<file path="config.mk">
export PLATFORM = sky130hd
export DESIGN_NAME = vga_scan_timing
export DESIGN_NICKNAME = d
export VERILOG_FILES = /design/src/rtl/vga_scan_timing.sv
export SDC_FILE = /design/constraint.sdc
export NUM_CORES = 1
export LEC_CHECK = 0
export ABC_CLOCK_PERIOD_IN_PS = 8800
export BUFFER_PORTS_ARGS = -buffer_cell sky130_fd_sc_hd__buf_2
export CORE_ASPECT_RATIO = 0.6
export CORE_MARGIN = 8
export CORE_UTILIZATION = 40
export DETAILED_ROUTE_END_ITERATION = 16
export GPL_ROUTABILITY_DRIVEN = 1
export PLACE_DENSITY = 0.65
export SLEW_MARGIN = 20
export SYNTH_ARGS = -nofsm -noshare
export SYNTH_HDL_FRONTEND = slang
export SYNTH_SLANG_ARGS = --single-unit
export TNS_END_PERCENT = 20
</file>
<file path="constraint.sdc">
create_clock -name clk -period 8.8 [get_ports clk]
set_input_delay 0.44 -clock clk [delete_from_list [all_inputs] [get_ports clk]]
set_output_delay 0.44 -clock clk [all_outputs]
set_load 0.005 [all_outputs]
</file>
<file path="src/rtl/vga_scan_timing.sv">
// VGA raster scan generator: pixel divider, x/y counters, blanking,
// frame strobe/counter and pipelined hs/vs aligned to a registered colour.
//
// Ports:
//   clk          system clock, rising edge
//   rst          asynchronous, active-high reset
//   pixel_x      horizontal count 0..H_TOTAL-1
//   pixel_y      vertical count 0..V_TOTAL-1
//   vedio_on     coordinate lies in the visible window
//   vblank       pixel_y is in vertical blanking
//   pix_tick     one-clk strobe on the first cycle of each coordinate
//   frame_start  one-clk strobe on the first cycle of (0,0)
//   frame_cnt    frames started since reset (wrapping)
//   hs, vs       syncs delayed by PIPE_DELAY pixel ticks
module vga_scan_timing #(
    parameter int   CLK_DIV     = 4,
    parameter int   H_VISIBLE   = 640,
    parameter int   H_FP        = 16,
    parameter int   H_SYNC      = 96,
    parameter int   H_BP        = 48,
    parameter int   V_VISIBLE   = 480,
    parameter int   V_FP        = 10,
    parameter int   V_SYNC      = 2,
    parameter int   V_BP        = 33,
    parameter logic SYNC_ACTIVE = 1'b0,
    parameter int   PIPE_DELAY  = 1
) (
    input  logic        clk,
    input  logic        rst,
    output logic [9:0]  pixel_x,
    output logic [9:0]  pixel_y,
    output logic        vedio_on,
    output logic        vblank,
    output logic        pix_tick,
    output logic        frame_start,
    output logic [15:0] frame_cnt,
    output logic        hs,
    output logic        vs
);

    localparam int H_TOTAL = H_VISIBLE + H_FP + H_SYNC + H_BP;
    localparam int V_TOTAL = V_VISIBLE + V_FP + V_SYNC + V_BP;

    localparam logic [3:0] DIV_LAST = 4'(CLK_DIV - 1);
    localparam logic [9:0] H_LAST   = 10'(H_TOTAL - 1);
    localparam logic [9:0] V_LAST   = 10'(V_TOTAL - 1);
    localparam logic [9:0] H_VIS    = 10'(H_VISIBLE);
    localparam logic [9:0] V_VIS    = 10'(V_VISIBLE);
    localparam logic [9:0] HS_BEG   = 10'(H_VISIBLE + H_FP);
    localparam logic [9:0] HS_END   = 10'(H_VISIBLE + H_FP + H_SYNC);
    localparam logic [9:0] VS_BEG   = 10'(V_VISIBLE + V_FP);
    localparam logic [9:0] VS_END   = 10'(V_VISIBLE + V_FP + V_SYNC);

    localparam int PW = PIPE_DELAY + 1;

    logic [3:0]    r_div;
    logic [9:0]    r_x;
    logic [9:0]    r_y;
    logic          r_von;
    logic          r_vblank;
    logic          r_tick;
    logic          r_fs;
    logic [15:0]   r_fcnt;
    logic [PW-1:0] r_hs_pipe;
    logic [PW-1:0] r_vs_pipe;

    logic          w_adv;
    logic [9:0]    w_nx;
    logic [9:0]    w_ny;
    logic          w_hs_raw;
    logic          w_vs_raw;
    logic          w_origin;

    // Everything below is decoded from the coordinate the counters move
    // to on this edge, so registered flags line up with the coordinates.
    always_comb begin
        w_adv = (r_div == DIV_LAST);
        w_nx  = r_x + 10'd1;
        w_ny  = r_y;
        if (r_x == H_LAST) begin
            w_nx = 10'd0;
            if (r_y == V_LAST) begin
                w_ny = 10'd0;
            end else begin
                w_ny = r_y + 10'd1;
            end
        end
        w_origin = (w_nx == 10'd0) && (w_ny == 10'd0);
        w_hs_raw = ((w_nx >= HS_BEG) && (w_nx < HS_END)) ?
                   SYNC_ACTIVE : ~SYNC_ACTIVE;
        w_vs_raw = ((w_ny >= VS_BEG) && (w_ny < VS_END)) ?
                   SYNC_ACTIVE : ~SYNC_ACTIVE;
    end

    always_ff @(posedge clk or posedge rst) begin
        if (rst) begin
            r_div     <= 4'd0;
            r_x       <= H_LAST;
            r_y       <= V_LAST;
            r_von     <= 1'b0;
            r_vblank  <= 1'b1;
            r_tick    <= 1'b0;
            r_fs      <= 1'b0;
            r_fcnt    <= 16'd0;
            r_hs_pipe <= {PW{~SYNC_ACTIVE}};
            r_vs_pipe <= {PW{~SYNC_ACTIVE}};
        end else begin
            r_tick <= w_adv;
            r_fs   <= w_adv && w_origin;
            if (w_adv) begin
                r_div    <= 4'd0;
                r_x      <= w_nx;
                r_y      <= w_ny;
                r_von    <= (w_nx < H_VIS) && (w_ny < V_VIS);
                r_vblank <= (w_ny >= V_VIS);
                if (w_origin) begin
                    r_fcnt <= r_fcnt + 16'd1;
                end
                // Stage 0 holds the sync for the new coordinate; the
                // tap at PIPE_DELAY is that value PIPE_DELAY ticks later.
                r_hs_pipe <= (r_hs_pipe << 1) | PW'(w_hs_raw);
                r_vs_pipe <= (r_vs_pipe << 1) | PW'(w_vs_raw);
            end else begin
                r_div <= r_div + 4'd1;
            end
        end
    end

    assign pixel_x     = r_x;
    assign pixel_y     = r_y;
    assign vedio_on    = r_von;
    assign vblank      = r_vblank;
    assign pix_tick    = r_tick;
    assign frame_start = r_fs;
    assign frame_cnt   = r_fcnt;
    assign hs          = r_hs_pipe[PIPE_DELAY];
    assign vs          = r_vs_pipe[PIPE_DELAY];

endmodule

</file>
Word level (Yosys, flattened, before mapping)

Cells that the tools add are included.

Mux-type cells: 6
Bitwise logic cells: 2
Equal/unequal tests: 3
Divide/modulo/power cells: 0
$lt $le $gt $ge: 7
Reduce and logical (&&, ||, !) cells: 8
Multipliers: 0
Shift-type cells: 0
$add $sub $neg: 4

Operators by type and width:

| operator                | number |
|---|---|
| $mux W10                | 3 |
| $add A10 B1 Y10 const B | 2 |
| $eq A10 B10 Y1 const B  | 2 |
| $ge A10 B9 Y1 const B   | 2 |
| $logic_not A10 Y1       | 2 |
| $lt A10 B10 Y1 const B  | 2 |
| $lt A10 B9 Y1 const B   | 2 |
| $add A16 B1 Y16 const B | 1 |
| $ge A10 B10 Y1 const B  | 1 |
| $logic_and A1 B1 Y1     | 5 |
| $add A4 B1 Y4 const B   | 1 |
| $eq A4 B2 Y1 const B    | 1 |
| $mux W4                 | 1 |
| $or A2 B1 Y2            | 2 |
| $mux W1                 | 2 |
| $reduce_and A2 Y1       | 1 |

Output and inout bits: 42
Memories: 0
Bits in latches: 0
ROM bits: 0
Bits of input ports: 2
Bits in writable memories: 0
Register bits: 48
Logic and storage cells: 40

Longest topological paths before layout

Gate-level depths: netlist of run 1.

Word-level depth: 7
Depth in mapped cells: 11
Depth with buffers taken out: 10

Worst setup path after synthesis of run 1

No wires, ideal clock.

Kind: register to register
From: register r_x[0] (netlist: pixel_x[0])
To: register r_fcnt[1] (netlist: frame_cnt[1])
Cell stages (with the launch flop): 11
Arrival time: 2,785 ps
Path slack: 5,891 ps
Buffers on the path: 2
Setup time: 125 ps
Data required time: 8,675 ps
Period minus slack after synthesis: 2,909 ps
Path through: dfstp_2 ha_1 nand4_1 or3_1 clkbuf_1 or4_1 nand3_1 nor4b_4 nand3_4 buf_6 mux2_2

Longest elaborated chain between the ends: 5
Elaborated cells on any way between the ends: 8
Those cells by class: 1 x add/sub; 1 x eq/ne; 2 x mux; 4 x reduce/logical

Ends and longest elaborated chain:

| item                                              | RTL line | text |
|---|---|---|
| start, declared                                   | 57       | `logic [9:0] r_x;` |
| start signal, assigned                            | 112      | `r_x <= w_nx;` |
| $add A10 B1 Y10 or $eq A10 B10 Y1 (tied branches) | 78, 80   |  |
| $mux W10                                          | 80       | `if (r_x == H_LAST) begin` |
| $logic_not A10 Y1                                 | 88       | `w_origin = (w_nx == 10'd0) && (w_ny == 10'd0);` |
| $logic_and A1 B1 Y1 *                             | 88       |  |
| $reduce_and A2 Y1 (no line) *                     | -        |  |
| end signal, assigned                              | 117      | `r_fcnt <= r_fcnt + 16'd1;` |
| end, declared                                     | 63       | `logic [15:0] r_fcnt;` |

Mark *: on every way between the ends. The rest lies on a longest branch, timed or not.
A chain may end at the register's enable or synchronous reset.

Final worst setup path of run 1

From: register r_x[0] (netlist: pixel_x[0])
To: register r_fcnt[13] (netlist: frame_cnt[13])

Same word-level chain as after synthesis.

==> metrics.yaml, run 1 <==
outcome:
  status: "finished, final reports clean"
drt:
  vias: 2265
  remaining_drc_errors: 0
  ant_nets: 0
  drt-initial-drc-count: 155
  drtPass1Iterations: 4
  viasPerCell: 5.42
  wire_per_inst_um: 15.4
  wirelength_mm: 6.46
synthesis:
  synth-edff-count: 0
  synth_simple_gate_area_frac: 0.263
  synthMuxAreaShare: 0.0153
  synth_area_leaders: "dfrtp_1 (30%), dfstp_2 (14%), xnor2_1 (6.6%), nand2_1 (5.1%), xor2_1 (5.0%)"
  synthCells: 297
  netlist.area_leader.share: 0.297
  yosysSeqAreaShare: 0.439
  synth-seq-cells: 48
  syn_area_per_cell_um2: 9.37
  ys.flop_type: "dfrtp_1"
  synth_cell_types: 46
  syn_nets: 305
  synth-async-reset-ratio: 1.00
  synthesis.area_um2: 2780
  synth_compound_gate_area_share: 0.0936
  synth_fa_ha_area_frac: 0.0270
  yosysWarnings: 0
  yosysTopAreaCell: "dfrtp_1"
  synth_top_family_by_area: "simple AND/OR/NAND/NOR gates"
  synth_xor_area_frac: 0.117
cells_and_area:
  antenna-diode-count: 0
  drive_above_1_share: 0.245
  syn2layout_area_growth_pct: 14.8
  finalNonFillerCells: 418
  fin_nets: 338
power_and_ir_drop:
  power.internal_mw: 0.356
  p_comb_frac: 0.010
  clock_power_share: 0.491
  seq_power_share: 0.499
  p_leak_nw: 1.47
  power_switching_mw: 0.0863
  switching_share: 0.195
  peakVddDrop_uv: 110
  p_per_area_nw_per_um2: 139
clock_network:
  htreeDepth: 2
  clkSinkCount: 48
  cts_hold_buf: 0
  clk_path_buf_depth: 2
  clk_latency_ns: 0.28
  postCtsSetupBuffers: 0
  cts_tree: "done"
  cts-buffers-inserted: 5
  clockRootBuffer: "clkbuf_16"
  cts-resized-gates: 0
  clk_pin_slew_ns: 0.07
setup_path:
  required_ns: 9.01
  arrival_ns: 4.00
  crit_type: "reg -> reg"
  r2r_end: "frame_cnt[13]"
  start_kind: "flip-flop"
  r2r-start: "pixel_x[0]"
  worst-path-max-fanout: 16
  reg2regPathDepth: 9
  rrSetupSlack_ns: 5.01
  critPathCaptureType: "flip-flop"
place:
  post-place-cells: 410
  port_buffers: 43
  dp_hpwl_mm: 4.81
  routabilityCongestion: 0.890
floorplanning:
  io_pins: 44
  initial_core_util: 0.415
  dieArea_um2: 9970
  fp.dieW_um: 124
  coreArea_um2: 6710
  row_count: 23
  die_h_um: 80.6
grt:
  grt_max_degree: 49
  overflow: 0
  antenna_found_initial: 0
  grt_util_all_layers: 0.136
  grt_pass1_vias: 2110
  grt_pass1_wl_mm: 10.9
timing:
  worst_pin_slew_ns: 1.06
  hold_viol: 0
  max_freq_mhz: 264
  fin_crit_ns: 3.79
  grt_setup_unrepaired: "false"
  tns_ns: 0
  slew_headroom: 0.288
  drv_slew: 0
  post-route-period-util: 0.431
  setup_viol: 0
  skew_ns: 0.00486
worst_hold_path:
  worstHoldPathType: "in -> async"
run:
  drv_cap: 0
## registers in the layout, indices dropped and copies added (netlist names)
signal,count
frame_start,1
pix_tick,1
r_vs_pipe,2
vblank,1
vedio_on,1
pixel_x,10
r_div,4
frame_cnt,16
pixel_y,10
r_hs_pipe,2
## cells in the final DEF, fill, tap and decap left out, drive strengths merged, types with 3 or more instances in the layout
cell type / count
nor2: 20
inv: 9
buf: 44
ha: 6
clkbuf: 5
dfstp: 15
nand2b: 5
nand3: 19
dfrtp: 33
o31ai: 3
or2: 3
nand4: 11
and3: 5
nand2: 38
xnor2: 21
nor4: 8
xor2: 16
o21ai: 22
a21oi: 4
nor3: 14
## layout make-up
class | instances | area (um2)
fill | 657 | 3510
multi-input combinational | 222 | 1430
sequential | 48 | 1220
timing repair buffer | 44 | 223
clock buffer | 5 | 125
tap | 87 | 109
clock inverter | 3 | 46.3
inverter | 9 | 35.0
## worst max-delay path, cell delays in order, from the launching register on
cell	delay, ns
dfstp_2	0.58
ha_1	0.28
nand4_1	0.21
nor3_1	0.90
o21ai_0	0.26
a32o_2	0.31
nor4b_4	0.33
nand3_4	0.24
nor4_1	0.41
xor2_1	0.19
## kinds of logic (layout without fill, tap and decap cells)
| family | after synthesis | after routing |
|---|---|---|
| multiplexers | 4 | 4 |
| XOR/XNOR | 37 | 37 |
| flip-flops | 48 | 48 |
| buffers and inverters | 27 | 61 |
| AO/OA/AOI/OAI | 41 | 41 |
| AND/OR/NAND/NOR | 134 | 134 |
| adder cells (fa/ha/maj) | 6 | 6 |
## layer usage
metal  track usage  part of all wire
met5             0                 0
met4        0.0323            0.0062
met3        0.0287             0.077
met2         0.190              0.42
met1         0.205              0.49
## how the worst max path moves through the flow
stage,start,to,slack (ns),cells after the start
global placement,pixel_x[0],frame_cnt[15],5.34,9
global route,pixel_x[0],frame_cnt[13],4.72,9
CTS,pixel_x[0],frame_cnt[15],5.05,9
floorplan,pixel_x[0],frame_cnt[1],5.89,10
detailed placement,pixel_x[0],frame_cnt[15],5.06,9
finish,pixel_x[0],frame_cnt[13],5.01,9
## per-stage QoR
stage               cell area [um2]  hold slack [ns]  power [mW]  setup WS [ns]  utilization
finish                         3190            0.280       0.442           5.01        0.476
global placement               3020            0.445       0.230           5.34        0.450
global route                   3190            0.360       0.461           4.72        0.476
detailed placement             3020            0.448       0.230           5.06        0.450
floorplan                      2780            0.433       0.228           5.89            -
CTS                            3190            0.435       0.449           5.05        0.476
## power by group through the flow
stage                     logic (mW)  clock network [mW]  registers, mW
final                        0.00437               0.217          0.221
after floorplan              0.00317                   0          0.225
after global routing         0.00552               0.234          0.221
after global placement       0.00484                   0          0.225
after CTS                    0.00485               0.223          0.221
after detailed placement     0.00485                   0          0.225
## cells in the mapped netlist, types with 3 or more instances
master	number
a21oi_1	4
buf_6	3
xnor2_1	21
inv_1	9
ha_1	6
nor3_1	13
dfrtp_1	33
o21ai_0	21
nand2b_1	5
nand2_1	38
nor2_1	20
and3_1	5
nand4_1	11
nor4_1	7
dfstp_2	15
clkbuf_1	12
xor2_1	16
o31ai_1	3
nand3_1	18
buf_2	3
Note: power is estimated with default switching activity, not from simulation.
==> inputs of run 2 (changes only) <==
ABC_AREA = 1   (was not set)
ABC_CLOCK_PERIOD_IN_PS = 3600   (was 8800)
PLACE_DENSITY = 0.64   (was 0.65)
clock period = 3.6 ns   (was 8.8 ns; I/O delays follow)
==> run 2 against run 1 <==
Against the previous run: cell area grew 19%; synthesized area grew 20%; power grew 150%; die area grew 16%; sequential cell count is the same; clock power grew 150%; setup slack lost 4.1 ns; clock skew shrank 0.0013 ns; routed wire length grew 31%; first-iteration DRC count grew 77%; critical endpoint is now frame_cnt[0].
==> metrics.yaml, run 2 <==
synthesis:
  synth_cell_types: 32  # -30%
  ys.flop_type: "dfrtp_1"
  netlist.area_leader.share: 0.248  # -0.0488
  synth_common_cells: "nand2_1 (157), inv_1 (58), nand3_1 (43)"
  synth-seq-cells: 48  # unchanged
  yosysWarnings: 0  # unchanged
  synthCells: 474  # +60%
  syn_nets: 482  # +58%
  synth-async-reset-ratio: 1.00  # unchanged
  yosysTopAreaCell: "dfrtp_1"
  yosysMostFrequentCell: "nand2_1"
  synth-edff-count: 0  # unchanged
  syn_area_per_cell_um2: 7.02  # -25%
  yosysSeqAreaShare: 0.367  # -0.0721
  synthesis.area_um2: 3330  # +20%
  synth_area_leaders: "dfrtp_1 (25%), nand2_1 (18%), dfstp_2 (12%), inv_1 (6.5%), nand3_1 (6.5%)"
cells_and_area:
  antenna-diode-count: 0  # unchanged
  final_cell_area_um2: 3800  # +19%
  final_util: 0.476  # about the same
  final_common_cell: "nand2_1"
  syn2layout_area_growth_pct: 14.1
  drive_above_1_share: 0.203  # -0.0412
  final_cell_mix: "nand2_1 (157), inv_1 (57), nand3_1 (43), buf_2 (43), nor2_1 (36)"
  fin_nets: 523  # +55%
  largest_reg_flops: 16  # unchanged
  fill_cells: 819  # +25%
timing:
  worst_pin_slew_ns: 0.837  # -0.223 ns
  max_freq_mhz: 368  # +39%
  setup_viol: 0  # unchanged
  hold_viol: 0  # unchanged
  grt_setup_unrepaired: "false"
  tns_ns: 0  # unchanged
  fin_crit_ns: 2.72  # -1.07 ns
  fin_ws_ns: 0.882  # -4.13 ns
  skew_ns: 0.00354  # -0.00132 ns
  drv_slew: 0  # unchanged
  slew_headroom: 0.441  # +0.153
  post-route-period-util: 0.755  # +0.324
setup_path:
  critPathSlowestCell: "dfstp_2"
  worst-path-max-fanout: 22  # +6
  crit_top_cell: "nor2_4"
  r2r-start: "pixel_x[0]"
  reg2regPathDepth: 11  # +2
  cp-endpoint: "frame_cnt[0]"
  required_ns: 3.78  # -5.23 ns
  cp.depth: 11  # +2
  cp_cell_sequence: "ha_1, nand2_2, nor2_8, inv_4, nor2_4, o21ai_1, inv_2, nand3_1, nor2_4, nand2_4, xor2_1"
  rrSetupSlack_ns: 0.88  # -4.13 ns
  r2r_end: "frame_cnt[0]"
  crit_start: "pixel_x[0]"
  crit_type: "reg -> reg"
  critPathBufInv: 2  # +2
  cpPeakStageDelay_ns: 0.58  # -0.32 ns
  arrival_ns: 2.89  # -1.11 ns
  critPathCaptureType: "flip-flop"
  crit_family: "simple AND/OR/NAND/NOR gates"
  start_kind: "flip-flop"
drt:
  wire_per_inst_um: 13.5  # -12%
  viasPerCell: 5.06  # -6.6%
  dr_wl_met3_um: 545  # +10%
  remaining_drc_errors: 0  # unchanged
  highest_layer: "met4"
  wl_met1_mm: 4.61  # +45%
  wirelength_mm: 8.45  # +31%
  routed-wl-met2_mm: 3.27  # +20%
  ant_nets: 0  # unchanged
  drt-initial-drc-count: 275  # +77%
  drtPass1Iterations: 5  # +1
  vias: 3159  # +39%
grt:
  grt_util_all_layers: 0.153  # +0.0166
  grt_pass1_wl_mm: 14.6  # +34%
  overflow: 0  # unchanged
  grt_max_degree: 49  # unchanged
  grt_pass1_vias: 2964  # +40%
  antenna_found_initial: 0  # unchanged
place:
  port_buffers: 43  # unchanged
  routabilityCongestion: 0.910  # +2.3%
  placed_area_um2: 3630  # +20%
  dp_hpwl_mm: 6.33  # +32%
  post-place-ws_ns: 0.920  # -4.14 ns
clock_network:
  cts_hold_buf: 0  # unchanged
  clk_latency_ns: 0.29  # about the same
  clockRootBuffer: "clkbuf_16"
  clk_pin_slew_ns: 0.07  # about the same
  postCtsSetupBuffers: 0  # unchanged
  cts-buffers-inserted: 5  # unchanged
  cts-resized-gates: 0  # unchanged
  cts_tree: "done"
  htreeDepth: 2  # unchanged
  clk_path_buf_depth: 2  # unchanged
  clkSinkCount: 48  # unchanged
floorplanning:
  coreArea_um2: 7980  # +19%
  fp.dieW_um: 134  # +8.2%
  die_h_um: 86.7  # +7.5%
  row_count: 25  # +8.7%
  io_pins: 44  # unchanged
  initial_core_util: 0.417  # +0.00244
  dieArea_um2: 11600  # +16%
power_and_ir_drop:
  p_leak_nw: 2.05  # +40%
  p_per_area_nw_per_um2: 287  # +110%
  peakVddDrop_uv: 154  # +40%
run:
  drv_cap: 0  # unchanged
outcome:
  status: "finished, final reports clean"
worst_hold_path:
  worstHoldPathType: "in -> async"
[run 2: routing by layer]
layer | up-vias | track usage
li1 | 1607 | -
met1 | 1449 | 0.229
met2 | 101 | 0.216
met3 | 2 | 0.0375
met4 | 0 | 0.0223
met5 | - | 0
[run 2: logic make-up (layout without fill, tap and decap cells)]
kind of cell               Yosys count  after routing  share of synthesized area
buffers and inverters               75            117                     0.0929
adders and majority gates            6              6                     0.0226
DFF                                 48             48                      0.367
AOI/OAI and AO/OA                   33             33                     0.0519
and+or+nand+nor                    303            303                      0.442
xor gates and xnor gates             9              9                     0.0237
[run 2: where the power goes]
part	switching, mW	total (mW)	internal [mW]	leakage (nW)
clock network	0.210	0.537	0.327	0.0798
registers	0	0.540	0.540	0.608
logic	0.0105	0.0110	0.000533	1.37
[run 2: worst reg2reg max path, delay by kind of cell, from the launching register on]
kind            cells  cell delay (ns)
buf+inv             2             0.20
flops               1             0.58
simple gates        6             1.21
xor+xnor            1             0.14
compound gates      1             0.27
fa+ha+maj           1             0.21
[run 2: layout make-up]
| class | instances | area [um2] | share of cell area |
|---|---|---|---|
| clock buffer | 5 | 125 | 0.0330 |
| timing repair buffer | 45 | 230 | 0.0606 |
| clock inverter | 3 | 42.5 | 0.0112 |
| multi-input combinational | 351 | 1800 | 0.474 |
| sequential | 48 | 1220 | 0.321 |
| inverter | 64 | 244 | 0.0643 |
| tap | 108 | 135 | 0.0356 |
[run 2: per-stage QoR]
stage	std cells	hold slack, ns	total power [mW]
finish	624	0.0299	1.09
global route	624	0.101	1.13
CTS	624	0.186	1.10
detailed placement	616	0.454	0.562
global placement	616	0.455	0.562
floorplan	474	0.433	0.557
[run 2: how the worst min path moves through the flow]
stage | depth (start not counted) | slack [ns] | end | start
floorplan | 1 | 0.43 | r_div[0] | r_div[0]
global placement | 2 | 0.45 | r_hs_pipe[1] | r_hs_pipe[1]
detailed placement | 1 | 0.45 | r_div[0] | r_div[0]
CTS | 2 | 0.19 | pix_tick | rst
global route | 2 | 0.10 | r_div[3] | rst
finish | 2 | 0.03 | pix_tick | rst
==> inputs of run 3 (changes only) <==
ABC_CLOCK_PERIOD_IN_PS = 2700   (was 3600)
clock period = 2.7 ns   (was 3.6 ns; I/O delays follow)
==> run 3 against run 2 <==
Against the previous run: the run now ends with negative hold slack left; critical path depth unchanged; worst hold slack worse by 0.056 ns; maximum frequency up 10%; power up 34%; largest power group is now clock.
==> metrics.yaml, run 3 (same netlist as run 2, synthesis figures left out) <==
floorplanning:
  coreArea_um2: 7980  # unchanged
  die_h_um: 86.7  # unchanged
  io_pins: 44  # unchanged
  fp.dieW_um: 134  # unchanged
  dieArea_um2: 11600  # unchanged
  row_count: 25  # unchanged
  initial_core_util: 0.417  # unchanged
setup_path:
  worst-path-max-fanout: 14  # -36%
  start_kind: "flip-flop"
  crit_type: "reg -> reg"
  arrival_ns: 2.65  # -0.24 ns
  required_ns: 2.88  # -0.90 ns
  critPathCaptureType: "flip-flop"
drt:
  vias: 3223  # +2.0%
  drt-initial-drc-count: 355  # +29%
  viasPerCell: 5.14  # +1.5%
  drtPass1Iterations: 5  # unchanged
  wirelength_mm: 9.02  # +6.7%
  wire_per_inst_um: 14.4  # +6.2%
  ant_nets: 0  # unchanged
  remaining_drc_errors: 0  # unchanged
timing:
  hold_viol: 33  # +33
  max_freq_mhz: 405  # +10%
  post-route-period-util: 0.914  # +0.159
  setup_viol: 0  # unchanged
  worst_pin_slew_ns: 0.831  # -0.00683 ns
  drv_slew: 0  # unchanged
  slew_headroom: 0.446  # +0.00456
  skew_ns: 0.0121  # +0.00860 ns
  hold_ws_ns: -0.0263  # -0.0562 ns
  fin_crit_ns: 2.47  # -0.250 ns
clock_network:
  clkSinkCount: 48  # unchanged
  clockRootBuffer: "clkbuf_16"
  cts_tree: "done"
  clk_pin_slew_ns: 0.08  # about the same
  htreeDepth: 2  # unchanged
  clk_latency_ns: 0.30  # about the same
  clk_path_buf_depth: 2  # unchanged
  cts-buffers-inserted: 5  # unchanged
cells_and_area:
  syn2layout_area_growth_pct: 15.2
  register_area_um2: 1220  # unchanged
  final_util: 0.480  # +0.00455
  fill_cells: 823  # +0.49%
  multi_input_area_um2: 1800  # +0.28%
  drive_above_1_share: 0.206  # +0.00268
  final_cell_mix: "nand2_1 (157), inv_1 (57), nand3_1 (43), buf_2 (43), nor2_1 (36)"
  final_common_cell: "nand2_1"
  antenna-diode-count: 0  # unchanged
  fin_nets: 526  # +0.57%
  largest_reg_flops: 16  # unchanged
grt:
  overflow: 0  # unchanged
  antenna_found_initial: 0  # unchanged
  grt_max_degree: 49  # unchanged
  grt_pass1_vias: 2988  # +0.81%
  grt_pass1_wl_mm: 14.9  # +2.0%
  grt_util_all_layers: 0.159  # +0.00598
place:
  routabilityCongestion: 0.846  # -7.0%
  port_buffers: 43  # unchanged
  dp_hpwl_mm: 6.71  # +6.0%
power_and_ir_drop:
  switching_share: 0.208  # +0.00480
  total_power_mw: 1.46  # +34%
  seq_power_share: 0.493  # -0.003
  p_leak_nw: 2.09  # +1.7%
  clock_power_share: 0.497  # +0.003
  p_per_area_nw_per_um2: 381  # +33%
  power_switching_mw: 0.303  # +37%
  p_comb_frac: 0.010  # about the same
  power.internal_mw: 1.16  # +33%
  peakVddDrop_uv: 199  # +29%
outcome:
  status: "finished with violations"
  violations: "negative hold slack"
run:
  drv_cap: 0  # unchanged
worst_hold_path:
  worstHoldPathType: "in -> async"
run 3: changes by cell type in the layout (fill, tap and decap cells not counted):
cell        previous run  this run
clkbuf_1               0         1
nand2_2                9         8
buf_4                  2         4
buf_12                 0         1
clkinvlp_4             1         0
nand2_4                1         2
run 3: per-layer routing:
metal  vias to the layer above  track usage  wire (um)
met5                         -            0          0
met4                         0       0.0274         48
met3                        10       0.0416        643
met2                        92        0.221       3690
met1                      1506        0.238       4630
li1                       1615            -          -
run 3: timing repair:
action                                  4_1_cts  5_1_grt
setup buffers                                 0        1
endpoints found under the setup margin        0       16
resized for setup                             0        1
hold buffers                                  0        0
run 3: area by class of cell:
class                   instances  share of cell area
clock buffers                   6              0.0336
clock inverters                 2             0.00914
inverters                      64              0.0637
multi-input cells             351               0.471
flip-flops and latches         48               0.318
well taps                     108              0.0353
repair buffers                 48              0.0692
run 3: power groups by stage:
stage	registers [mW]	logic, mW	clock network (mW)
detailed placement	0.733	0.0159	0
global route	0.720	0.0182	0.768
global placement	0.733	0.0163	0
finish	0.720	0.0146	0.726
floorplan	0.733	0.0103	0
CTS	0.720	0.0158	0.736
run 3: critical path, stage by stage, from the launching register on:
cell and delay, ns:
dfstp_2 0.58, ha_1 0.20, nand2_2 0.12, nor2_8 0.23, nand2_4 0.18, nand3_1 0.19, nand2_1 0.15, nor2_1 0.13
nand3_1 0.12, nor2_4 0.23, nand2_4 0.09, xor2_1 0.14
run 3: worst paths after layout:
kind | start | end | slack (ns) | cells past startpoint
worst max-delay path | pixel_x[0] | frame_cnt[0] | 0.23 | 11
worst min-delay path | rst | pixel_y[6] | -0.03 | 2
worst max register to register | pixel_x[0] | frame_cnt[0] | 0.23 | 11
worst min register to register | r_hs_pipe[1] | r_hs_pipe[1] | 0.48 | 2
max in group asynchronous | rst | pixel_y[1] | 2.23 | 2
min in group clk | r_hs_pipe[1] | r_hs_pipe[1] | 0.48 | 2
run 3: metrics by stage:
step                      worst slack (ns)   TNS, ns  instances  cell area (um2)
after global routing              -0.00221  -0.00221        627             3830
after floorplan                      0.572         0        474             3330
after detailed placement             0.135         0        618             3640
after CTS                            0.109         0        626             3810
after global placement               0.182         0        618             3640
final                                0.232         0        627             3830
